--- config.mk ---
export PLATFORM = sky130hd
export DESIGN_NAME = countdown_timer
export DESIGN_NICKNAME = d
export VERILOG_FILES = /design/src/rtl/countdown_timer.sv
export SDC_FILE = /design/constraint.sdc
export NUM_CORES = 1
export LEC_CHECK = 0
export ABC_AREA = 1
export CELL_PAD_IN_SITES_DETAIL_PLACEMENT = 0
export CELL_PAD_IN_SITES_GLOBAL_PLACEMENT = 2
export CORE_MARGIN = 2
export CORE_UTILIZATION = 27
export CTS_CLUSTER_SIZE = 20
export DETAILED_ROUTE_END_ITERATION = 12
export PLACE_DENSITY_LB_ADDON = 0.25
export SETUP_SLACK_MARGIN = 0.05
export SYNTH_ARGS = -nofsm -noshare
export SYNTH_HDL_FRONTEND = slang
export SYNTH_SLANG_ARGS = --single-unit
--- constraint.sdc ---
create_clock -name clk -period 1.85 [get_ports clk]
set_input_delay 0.37 -clock clk [delete_from_list [all_inputs] [get_ports clk]]
set_output_delay 0.37 -clock clk [all_outputs]
set_load 0.01 [all_outputs]
--- src/rtl/countdown_timer.sv ---
// Loadable down-counter with start/pause/stop control, single-shot or periodic
// auto-reload, and a registered one-cycle terminal-count pulse.
module countdown_timer #(
    parameter int n = 8
) (
    input  logic         clk,
    input  logic         resetn,
    input  logic         load,
    input  logic [n-1:0] load_data,
    input  logic         start,
    input  logic         pause,
    input  logic         stop,
    input  logic         periodic,
    output logic [n-1:0] count,
    output logic         busy,
    output logic         tc
);

    typedef enum logic [1:0] {
        IDLE = 2'd0,
        RUN  = 2'd1,
        HOLD = 2'd2
    } state_t;

    localparam logic [n-1:0] one = n'(1);

    state_t       state;
    state_t       state_nxt;
    logic [n-1:0] reload;
    logic [n-1:0] count_nxt;
    logic         tc_nxt;
    logic         stepping;
    logic         at_one;
    logic         reload_ok;

    // A RUN cycle only advances the count when nothing of higher priority claims the edge.
    assign stepping  = (state == RUN) && !load && !stop && !pause;
    assign at_one    = (count == one);
    assign reload_ok = periodic && (reload != '0);

    // State register
    always_ff @(posedge clk) begin
        if (!resetn) begin
            state <= IDLE;
        end else begin
            state <= state_nxt;
        end
    end

    // Next-state logic
    always_comb begin
        state_nxt = state;
        if (load) begin
            state_nxt = IDLE;
        end else begin
            unique case (state)
                IDLE: begin
                    if (start && (count != '0)) state_nxt = RUN;
                end
                RUN: begin
                    if (stop)                     state_nxt = IDLE;
                    else if (pause)               state_nxt = HOLD;
                    else if (count == '0)         state_nxt = IDLE;
                    else if (at_one && !reload_ok) state_nxt = IDLE;
                end
                HOLD: begin
                    if (stop)        state_nxt = IDLE;
                    else if (!pause) state_nxt = RUN;
                end
                default: state_nxt = IDLE;
            endcase
        end
    end

    // Count / terminal-count datapath
    always_comb begin
        count_nxt = count;
        tc_nxt    = 1'b0;
        if (load) begin
            count_nxt = load_data;
        end else if (stepping) begin
            if (count > one) begin
                count_nxt = count - one;
            end else if (at_one) begin
                tc_nxt    = 1'b1;
                count_nxt = reload_ok ? reload : '0;
            end
        end
    end

    always_ff @(posedge clk) begin
        if (!resetn) begin
            reload <= '0;
            count  <= '0;
            tc     <= 1'b0;
        end else begin
            if (load) reload <= load_data;
            count <= count_nxt;
            tc    <= tc_nxt;
        end
    end

    // Output decode
    always_comb begin
        busy = (state == RUN) || (state == HOLD);
    end

endmodule
==> flow_summary_export.csv <==
group,metric,value,unit
global_routing,grt_max_degree,14,
outcome,outcome,"finished, final reports clean",
power,vdd_drop_max,298.6,µV
yosys,synth_cell_types,22,
power,clockPowerShare,25.3,%
power,p_seq_share,40.8,%
detailed_routing,drtAntennaViolNets,0,
clock_network,clock-sinks,19,
timing,finalSetupViolations,0,
floorplanning,die_w,72.89,µm
power,leakage,0.7751,nW
finish,diodes,0,
yosys,syn_nets,228,
detailed_routing,vias,1335,
run,cap_violations,0,
finish,fin_nets,260,
placed_design,dp_hpwl,2941,µm
placed_design,gp_congestion,0.7655,
power,pwr-share-comb,33.9,%
power,swShare,34.60,%
timing,fin_crit_sh,91.07,%
placed_design,dp_cells,287,
yosys,yosysWarnings,0,
floorplanning,pin_count,25,
timing,rsz0062_at_grt,"false",
finish,stdcell_count,291,
timing,timing.fmax,0.5936,GHz
yosys,syn_area_per_cell,6.220,µm²
finish,final_layout_size_suffix_gt1_share,11.39,%
detailed_routing,drc,0,
setup_path,worstSetupStartpointType,"flip-flop",
floorplanning,core,4661,µm²
timing,relSlewSlack,79.98,%
clock_network,ctsRootBufferMaster,"clkbuf_8",
detailed_routing,first_iter_violations,41,
setup_path,endpoint_kind,"output port",
global_routing,grt_pass1_wl,6113,µm
clock_network,cts-buffers-inserted,3,
power,powerDensity,689.6,nW/µm²
setup_path,critPathArrivalTime,1310,ps
global_routing,gr-usage-met3,3.591,%
timing,finalHoldViolCount,0,
setup_path,path_cells,"clkdlybuf4s50_1",
global_routing,met1_usage,20.72,%
floorplanning,floorplan.initialDensity,27.49,%
detailed_routing,avgRoutedWirePerCell,12.42,µm
clock_network,path_clk_slew,80,ps
timing,fin_crit,1685,ps
detailed_routing,drtPass1Iterations,4,
global_routing,overflow,0,
global_routing,antenna_found_initial,0,
placed_design,dpl_cell_area,1623,µm²
clock_network,cts_buffer_depth,2,
setup_path,crit_buf_inv,1,
setup_path,cp_top_family,"buffers and inverters",
timing,drv_slew,0,
detailed_routing,via_per_inst,4.588,
detailed_routing,drt-total-wl,3615,µm
finish,area_growth,30.47,%
yosys,ys_ff_latch,19,
floorplanning,rows,25,
clock_network,cts_hold_buf,0,
yosys,synth_seq_area_share,29.69,%
global_routing,top_usage_layer,"met2",
global_routing,grtUsageMet2,23.84,%
floorplanning,dieArea,5312,µm²
power,finalPower,0.001153,W
clock_network,worstSkewPairLatency,250,ps
finish,fin_area,1672,µm²
setup_path,cp_slowest_stage_delay,590,ps
setup_path,worstPathRequired,1480,ps
power,p_int,0.0007539,W
global_routing,grt_util_all_layers,14.92,%
global_routing,grt_pass1_vias,1303,
power,p_sw,0.0003988,W
timing,fin_skew,3.684,ps
timing,hold_ws,479.7,ps
clock_network,cts_tree,"yes",
yosys,syn-cell-area,1281,µm²
floorplanning,fp.dieH,72.89,µm
placed_design,portBuffers,24,
setup_path,crit_type,"reg2out",
yosys,synthCells,206,
setup_path,crit_path_top_delay_cell,"clkdlybuf4s50_1",
timing,worstMarginPinSlew,298.3,ps
min_path,min_path_type,"reg2reg",
setup_path,worst-path-max-fanout,6,
clock_network,htreeDepth,1,
timing,finalSetupTns,0,ps
## flip-flops by register name, indices dropped and copies added (netlist names)
name	flops
count	8
reload	8
state	2
tc	1
## cell usage after synthesis (all sizes together)
master / n / area (µm²)
xnor2: 1 / 8.760
nor4: 1 / 6.260
a21oi: 16 / 83.83
inv: 29 / 108.9
ha: 7 / 87.58
nor2: 35 / 153.9
nand2: 56 / 235.2
dfxtp: 19 / 380.4
clkbuf: 3 / 11.26
nand4: 1 / 6.260
nor3: 3 / 15.01
nand3: 19 / 100.1
o22ai: 3 / 18.77
o21ai: 13 / 65.06
## path summary, 6_finish.rpt
| kind | startpoint | slack (ps) | cells after the start | to |
|---|---|---|---|---|
| setup / recovery | count[4]$_SDFFE_PN0P_ | 170 | 1 | count[4] |
| hold / removal | reload[3]$_SDFFE_PN0P_ | 480 | 2 | reload[3]$_SDFFE_PN0P_ |
| setup reg to reg | count[1]$_SDFFE_PN0P_ | 240 | 9 | count[7]$_SDFFE_PN0P_ |
| hold reg to reg | reload[3]$_SDFFE_PN0P_ | 480 | 2 | reload[3]$_SDFFE_PN0P_ |
## stage by stage
stage / setup WS [ps] / util (%)
3_3_place_gp: 106.0 / 34.82
6_report: 165.3 / 35.87
2_1_floorplan: 390.6 / -
3_5_place_dp: 139.3 / 34.82
5_1_grt: 51.12 / 35.87
4_1_cts: 79.70 / 35.84
## layout make-up
type / count / area [µm²]
Multi-Input combinational cell: 155 / 780.7
Fill cell: 524 / 2989
Clock inverter: 1 / 5.005
Tap cell: 54 / 67.56
Sequential cell: 19 / 384.1
Timing Repair Buffer: 30 / 284.0
Clock buffer: 3 / 41.29
Inverter: 29 / 108.9
## power by group through the flow
stage	Clock (W)	Sequential [W]	Combinational (W)
floorplan	0	0.000477	0.000249
global placement	0	0.000480	0.000402
detailed placement	0	0.000479	0.000396
CTS	0.000305	0.000470	0.000396
global route	0.000324	0.000475	0.000446
finish	0.000292	0.000470	0.000391
## kinds of logic (layout without fill, tap and decap cells)
kind of cell	Yosys count	in the layout	share of synthesized area, %
xor gates and xnor gates	1	1	0.6837
AOI/OAI and AO/OA	32	32	13.09
adders and majority gates	7	7	6.836
and+or+nand+nor	115	115	40.33
DFF	19	19	29.69
buffers and inverters	32	63	9.375
## placed cells by master, fill, tap and decap left out, types with 4 or more instances in the layout
| cell type | n |
|---|---|
| dfxtp_1 | 16 |
| clkdlybuf4s50_1 | 23 |
| buf_4 | 6 |
| o21ai_1 | 5 |
| inv_1 | 28 |
| a21oi_1 | 15 |
| ha_1 | 7 |
| nor2_1 | 30 |
| o21ai_0 | 8 |
| nand3_1 | 18 |
| nand2_1 | 50 |
| nand2_2 | 4 |
## per-layer routing
metal	vias up	routed length [µm]
met1	589	1888
met2	28	1560
li1	716	-
met4	0	23
met3	2	142
met5	-	0
## what timing repair did
| action | 4_1_cts | 5_1_grt |
|---|---|---|
| setup endpoints to repair | 1 | 1 |
| hold endpoints to repair | 0 | 0 |
| resized for setup | 3 | 1 |
| buffers inserted | 0 | 0 |
Note: power is estimated with default switching activity, not from simulation.
